<file path="config.mk">
export PLATFORM = sky130hd
export DESIGN_NAME = rgb_led_pwm_flat
export DESIGN_NICKNAME = d
export VERILOG_FILES = /design/src/rtl/rgb_led_pwm_if.sv /design/src/rtl/rgb_led_pwm.sv /design/src/flat_wrapper.sv
export SDC_FILE = /design/constraint.sdc
export NUM_CORES = 1
export LEC_CHECK = 0
export CORE_MARGIN = 2
export CORE_UTILIZATION = 55
export CTS_CLUSTER_SIZE = 10
export DETAILED_ROUTE_END_ITERATION = 7
export PLACE_DENSITY_LB_ADDON = 0.12
export SYNTH_ARGS = -nofsm -noshare
export SYNTH_HDL_FRONTEND = slang
export SYNTH_SLANG_ARGS = --single-unit
</file>
<file path="constraint.sdc">
create_clock -name clk -period 10.45 [get_ports clk]
set_clock_uncertainty 0.2 [all_clocks]
set_input_delay 2.6125 -clock clk [delete_from_list [all_inputs] [get_ports clk]]
set_output_delay 2.6125 -clock clk [all_outputs]
set_load 0.005 [all_outputs]
</file>
<file path="src/rtl/rgb_led_pwm_if.sv">
`default_nettype none
// ============================================================================
// Module     : rgb_led_pwm_if
// Description: Signal bundle between the LED mapping logic and the RGB LED
//              PWM driver.
//                led_req [5:0] per-channel on request (LED1 BGR, LED0 BGR)
//                fade_en       1 = ramp duty toward target, 0 = jump
//                led_out [5:0] registered PWM outputs to the LED pins
//                busy          high while any channel duty differs from target
//              master: request side; slave: PWM driver.
// Revision   : 1.0 - initial release
// ============================================================================
interface rgb_led_pwm_if;
  logic [5:0] led_req;
  logic       fade_en;
  logic [5:0] led_out;
  logic       busy;

  modport master (
    output led_req,
    output fade_en,
    input  led_out,
    input  busy
  );

  modport slave (
    input  led_req,
    input  fade_en,
    output led_out,
    output busy
  );
endinterface
`default_nettype wire

</file>
<file path="src/rtl/rgb_led_pwm.sv">
`default_nettype none
// ============================================================================
// Module     : rgb_led_pwm
// Description: Six-channel PWM driver for the two on-board RGB LEDs. Each
//              requested-on channel is driven at a fixed brightness, with an
//              optional linear fade. Duty values only change on PWM period
//              boundaries, so the outputs never glitch.
//   Ports    : clk  - system clock
//              rst  - synchronous reset, active-high
//              bus  - rgb_led_pwm_if.slave (led_req, fade_en in;
//                     led_out, busy out)
//   Params   : CNT_W        - PWM counter width, period = 2^CNT_W clocks
//              BRIGHT       - duty for a requested-on channel
//              FADE_PERIODS - PWM periods per +/-1 duty step when fading
// Revision   : 1.0 - initial release
// ============================================================================
module rgb_led_pwm #(
  parameter int CNT_W        = 8,
  parameter int BRIGHT       = 64,
  parameter int FADE_PERIODS = 4
) (
  input  wire logic    clk,
  input  wire logic    rst,
  rgb_led_pwm_if.slave bus
);

  localparam int              FC_W      = (FADE_PERIODS > 1) ? $clog2(FADE_PERIODS) : 1;
  localparam logic [CNT_W-1:0] C_BRIGHT  = CNT_W'(BRIGHT);
  localparam logic [FC_W-1:0]  C_FC_LAST = FC_W'(FADE_PERIODS - 1);

  logic [CNT_W-1:0]         pwm_cnt_q;
  logic [FC_W-1:0]          fade_cnt_q;
  logic [FC_W-1:0]          fade_cnt_d;
  logic [5:0][CNT_W-1:0]    duty_q;
  logic [5:0][CNT_W-1:0]    duty_d;
  logic [5:0][CNT_W-1:0]    target;
  logic [5:0]               led_out_q;
  logic                     busy_q;
  logic                     busy_d;
  logic                     boundary;
  logic                     fade_step;

  // Last count of the period: the only cycle on which duties may change.
  assign boundary  = (pwm_cnt_q == {CNT_W{1'b1}});
  assign fade_step = bus.fade_en && (fade_cnt_q == C_FC_LAST);

  generate
    for (genvar gi = 0; gi < 6; gi++) begin : g_target
      assign target[gi] = bus.led_req[gi] ? C_BRIGHT : '0;
    end
  endgenerate

  // Next duty per channel. Stepping only when strictly below/above target
  // makes the ramp saturate at target, so it can never wrap at 0 or max.
  always_comb begin
    busy_d = 1'b0;
    for (int i = 0; i < 6; i++) begin
      duty_d[i] = duty_q[i];
      if (!bus.fade_en) begin
        duty_d[i] = target[i];
      end else if (fade_step) begin
        if (duty_q[i] < target[i]) begin
          duty_d[i] = duty_q[i] + 1'b1;
        end else if (duty_q[i] > target[i]) begin
          duty_d[i] = duty_q[i] - 1'b1;
        end
      end
      if (duty_d[i] != target[i]) begin
        busy_d = 1'b1;
      end
    end
  end

  always_comb begin
    fade_cnt_d = '0;
    if (bus.fade_en && !fade_step) begin
      fade_cnt_d = fade_cnt_q + 1'b1;
    end
  end

  always_ff @(posedge clk) begin
    if (rst) begin
      pwm_cnt_q  <= '0;
      fade_cnt_q <= '0;
      duty_q     <= '0;
      led_out_q  <= '0;
      busy_q     <= 1'b0;
    end else begin
      pwm_cnt_q <= pwm_cnt_q + 1'b1;
      // Compare uses the pre-increment count, so outputs lag the counter by
      // one cycle and every channel rises together at count 0.
      for (int i = 0; i < 6; i++) begin
        led_out_q[i] <= (pwm_cnt_q < duty_q[i]);
      end
      // busy reflects the post-update duties and is refreshed with them.
      if (boundary) begin
        duty_q     <= duty_d;
        fade_cnt_q <= fade_cnt_d;
        busy_q     <= busy_d;
      end
    end
  end

  assign bus.led_out = led_out_q;
  assign bus.busy    = busy_q;

endmodule
`default_nettype wire
</file>
<file path="src/flat_wrapper.sv">
// flat-port wrapper written by rule: the top's interface ports become plain ports
module rgb_led_pwm_flat 
#(
  parameter int CNT_W        = 8,
  parameter int BRIGHT       = 64,
  parameter int FADE_PERIODS = 4
)
  (clk, rst, bus_led_req, bus_fade_en, bus_led_out, bus_busy);
  rgb_led_pwm_if bus_i ();
  input  wire logic clk;
  input  wire logic rst;
  input wire logic [$bits(bus_i.led_req)-1:0] bus_led_req;
  input wire logic [$bits(bus_i.fade_en)-1:0] bus_fade_en;
  output wire logic [$bits(bus_i.led_out)-1:0] bus_led_out;
  output wire logic [$bits(bus_i.busy)-1:0] bus_busy;
  assign bus_i.led_req = bus_led_req;
  assign bus_i.fade_en = bus_fade_en;
  assign bus_led_out = bus_i.led_out;
  assign bus_busy = bus_i.busy;
  rgb_led_pwm #(.CNT_W(CNT_W), .BRIGHT(BRIGHT), .FADE_PERIODS(FADE_PERIODS)) u_core (.clk(clk), .rst(rst), .bus(bus_i));
endmodule
</file>
# --- Word level (Yosys, flattened, before mapping) ---
# Cells that the tools add are included.
totals:
  register_bits: 65
  inputBits: 9
  out_inout_bits: 7
  elab_cells: 90
classes:
  n_addsub: 14
  n_lt_le_gt_ge: 18
  eq_ne: 8
  muxes: 37
  reduce_logical: 3
ops:
  columns: ["operator", "n"]
  rows:
  - ["2-to-1 mux 8 bit", 24]
  - ["< comparator 8 bit", 12]
  - ["adder 8 x 1 -> 8 bit, second input constant", 7]
  - ["> comparator 8 bit", 6]
  - ["!= test 8 bit", 6]
  - ["subtractor 8 x 1 -> 8 bit, second input constant", 6]
  - ["2-to-1 mux 7 bit", 6]
  - ["equality test 8 bit, second input constant", 1]
  - ["2-to-1 mux 1 bit", 6]
  - ["adder 2 x 1 -> 2 bit, second input constant", 1]
  - ["equality test 2 bit, second input constant", 1]
  - ["logical AND 1 bit", 2]
  - ["2-to-1 mux 2 bit", 1]
  - ["zero test 1 bit", 1]

# --- Logic depth before layout (Yosys ltp) ---
logic_depth:
  ltp_word: 13
  ltp_mapped: 11
  depth_no_buf: 10

# --- Worst setup path after synthesis ---
# No wires, ideal clock.
synth_timing:
  path_kind: "input to register"
  from: "in bus_fade_en"
  to: "reg u_core.busy_q, in the netlist u_core.bus.busy"
  setup_ns: 0.120
  t_arrival_ns: 5.021
  t_required_ns: 10.130
  path_slack_ns: 5.109
  cell_stages: 10
  path_buffers: 2
  path_cell_list: "clkbuf_1 > and2_1 > clkbuf_1 > o41ai_4 > xnor2_1 > a211oi_2 > o311ai_1 > or4_1 > o41a_1 > o31a_1"
synth_between:
  elab_chain_cells: 10
  word_cells_on_any_way: 25
  cone_classes: "eq/ne (6); mux (18); reduce/logical (1)"
synth_rtl:
  columns: ["item", "line", "rtl"]
  rows:
  - ["from (decl)", "flat_wrapper.sv:13", "input wire logic [$bits(bus_i.fade_en)-1:0] bus_fade_en;"]
  - ["logical AND 1 bit", "rgb_led_pwm.sv:45", "assign fade_step = bus.fade_en && (fade_cnt_q == C_FC_LAST);"]
  - ["2-to-1 mux 8 bit", "rgb_led_pwm.sv:61", "end else if (fade_step) begin"]
  - ["2-to-1 mux 8 bit", "rgb_led_pwm.sv:59", "if (!bus.fade_en) begin"]
  - ["!= test 8 bit", "rgb_led_pwm.sv:68", "if (duty_d[i] != target[i]) begin"]
  - ["2-to-1 mux 1 bit (5 in a row)", "rgb_led_pwm.sv:68", null]
  - ["2-to-1 mux 1 bit *", "rgb_led_pwm.sv:68", null]
  - ["to (signal assigned)", "rgb_led_pwm.sv:99", "busy_q <= busy_d;"]
  - ["to (decl)", "rgb_led_pwm.sv:38", "logic busy_q;"]
# Mark *: on every way between the ends. The rest lies on a longest branch, timed or not.
# A chain may end at the register's enable or synchronous reset.

# --- Worst setup path in the final report ---
# Ends and elaborated chain as after synthesis.

==> impl_metrics.csv <==
group,metric,value,unit
worst_hold_path,hp-class,"reg2reg",
sta,postLayoutSetupSlackWorst,4.16,ns
sta,post-route-min-period,6.29,ns
detailed_routing,drt_pass1_iterations,7,
global_route,overflow,0,
placed_design,gp_congestion,0.938,
die,die_h,108,µm
synth,ys_ff_latch,65,
placed_design,place_inst,907,
sta,maxSlewViolCount,0,
synth,synth_top_flop_cell,"dfxtp_1",
global_route,track_usage,0.316,
sta,finalCritPeriodShare,0.602,
synth,synth_area_per_cell,7.35,µm²
detailed_routing,totalWireLength,17.8,mm
sta,maxSlewHeadroom,0.380,
placed_design,place_ws,3.89,ns
global_route,grt_max_degree,66,
sta,fin_hold_ws,0.257,ns
synth,synth_fa_ha_area_frac,0.142,
synth,synth_mux_area_frac,0.00509,
synth,yosysWarnings,0,
sta,max_freq,159,MHz
synth,yosysUniqueCellTypes,60,
power_and_ir_drop,p_per_area,84.6,nW/µm²
detailed_routing,wl_per_cell,19.3,µm
synth,synth-simple-area-share,0.257,
layout,diodes,0,
clock_tree,clkTransAtPathRegs,0.08,ns
die,initial_core_util,0.569,
setup_path,critPathMaxFanout,44,
detailed_routing,vias_per_cell,6.46,
clock_tree,cts_tree,"built",
synth,synth_async_sr_flop_share,0,
layout,fin_nets,858,
clock_tree,clock_path_buffers,2,
detailed_routing,final_antenna_net_count,0,
synth,synth-seq-area-share,0.221,
synth,synth_xor_xnor_area_share,0.0594,
clock_tree,h-tree-depth,3,
detailed_routing,drt_iter0_drc,572,
die,coreArea,10400,µm²
power_and_ir_drop,fin_total_pwr,0.526,mW
die,fp-row-count,37,
layout,drive_gt1_frac,0.0381,
setup_path,critPathKind,"in2reg",
setup_path,crit_path_max_incr_delay,0.81,ns
sta,rsz0062_at_grt,"no",
job,cap_violations,0,
setup_path,endpoint_kind,"register",
placed_design,dp_hpwl,12.2,mm
placed_design,portBuffers,15,
global_route,grt_pass1_wl,28.6,mm
synth,synth_edf_count,0,
setup_path,path_buf_inv,2,
global_route,first_global_vias,5504,
sta,worst_pin_slew,0.918,ns
power_and_ir_drop,ir_drop,53.0,µV
clock_tree,hold_buffers,0,
synth,synth_top_family_by_area,"simple AND/OR/NAND/NOR gates",
sta,setup_tns,0,ns
setup_path,cpMaxStageDelayCell,"and2_1",
sta,finalSetupViolCount,0,
clock_tree,ctsResizeCount,0,
synth,netlist_area,5900,µm²
clock_tree,cts-root-buf,"clkbuf_8",
detailed_routing,drcViolationCount,0,
status,outcome,"finished, final reports clean",
synth,synth_compound_area_frac,0.248,
layout,areaGrowthSynthToFinish,5.45,%
setup_path,arrival,6.34,ns
setup_path,required,10.50,ns
global_route,antenna_found_initial,0,
setup_path,path_cells,"clkdlybuf4s50_1, buf_4, and2_1, o41ai_4, xnor2_1, a211oi_2, o311ai_1, or4_1, o41a_1, o31a_1",
die,io_pins,16,
synth,synth_nets,878,
die,die_area,11600,µm²
clock_tree,postCtsSetupRepairBufs,0,
synth,syn_inst,802,
clock_tree,clock_latency,0.36,ns
layout,instances_no_fill,923,
die,die_x,108,µm
clock_tree,cts_inserted_buffers,9,
setup_path,cpLargestDelayFamily,"simple AND/OR/NAND/NOR gates",
detailed_routing,vias,5959,
clock_tree,clkSinkCount,65,
power_and_ir_drop,leakage,2.23,nW
setup_path,crit_path_start_kind,"input port",
sta,finalHoldViolations,0,
## cells in the final DEF (no fill, tap or decap), drive strengths merged, types with 14 or more instances in the layout
cell,netlist,final
ha,67,67
a21oi,63,63
inv,53,53
xnor2,35,35
a21o,41,41
dfxtp,65,65
nand2b,15,15
nor2,91,91
clkdlybuf4s50,0,14
nand4,25,25
a211oi,14,14
nand3,27,27
nand2,74,74
o21ai,21,21
nor3,34,34
## final timing paths
check	startpoint	to	slack [ns]	cells after the start
worst min-delay path	u_core.fade_cnt_q[1]	u_core.fade_cnt_q[1]	0.26	2
worst max register to register	u_core.duty_q[27]	u_core.bus.busy	6.88	8
worst max-delay path	bus_fade_en	u_core.bus.busy	4.16	10
worst min register to register	u_core.fade_cnt_q[1]	u_core.fade_cnt_q[1]	0.26	2
## layer usage
metal	track usage	vias up	part of all wire	wire, µm
li1	-	2845	-	-
met1	0.424	2817	0.45	7970
met2	0.515	259	0.45	8110
met3	0.0363	38	0.074	1310
met4	0.127	0	0.024	433
met5	0	-	0	0
## Yosys cell counts, drive strengths merged, types with 5 or more instances
cell type / n / area (µm²)
buf: 8 / 41.3
a31oi: 5 / 31.3
dfxtp: 65 / 1300
o2111ai: 5 / 43.8
and3: 6 / 37.5
or3: 5 / 32.5
nor2: 91 / 342
nor2b: 8 / 50.1
a21oi: 63 / 315
ha: 67 / 838
xor2: 5 / 43.8
nand3: 27 / 135
o21ai: 21 / 105
nand2: 74 / 278
nand2b: 15 / 93.8
nand4: 25 / 156
nor4: 6 / 37.5
nor3: 34 / 170
a2bb2oi: 6 / 52.6
a22oi: 6 / 45.0
a211oi: 14 / 110
a21o: 41 / 309
o31ai: 9 / 81.3
o211ai: 9 / 67.6
xnor2: 35 / 307
o41ai: 5 / 81.3
or4: 9 / 71.3
inv: 53 / 199
clkbuf: 42 / 158
## where the power goes
group          leakage, nW  switching [mW]  internal [mW]  total (mW)
sequential           0.525         0.00462          0.251       0.255
clock               0.0891           0.105         0.0917       0.197
combinational         1.61          0.0374         0.0359      0.0733
## tightest hold or removal path: stages, from the launching register on
cell and delay [ns]:
dfxtp_1 0.32, nand2_1 0.05, a21oi_1 0.05
## registers in the layout (all words and copies together) (netlist names)
signal and count:
u_core.bus.led_out 6, u_core.fade_cnt_q 2, u_core.duty_q 48, u_core.bus.busy 1, u_core.pwm_cnt_q 8
## per-stage QoR
step / utilization / instance area (µm²)
after global routing: 0.600 / 6220
after detailed placement: 0.583 / 6050
after global placement: 0.583 / 6050
after floorplan: - / 5900
after CTS: 0.600 / 6220
final: 0.600 / 6220
## kinds of logic (layout without fill, tap and decap cells)
kind of cell,count (synthesis),in the layout
mux,3,3
fa+ha+maj,67,67
compound gates,210,210
simple gates,314,314
xor+xnor,40,40
buf+inv,103,88
flops,65,65
## cell type report
type,count,area (µm²)
inverter,53,199
tap,136,170
clock inverter,5,31.3
timing repair buffer,19,175
fill,1013,4150
sequential,65,1300
clock buffer,11,141
multi-input combinational,634,4200
Power figures use the tool's default switching activity.
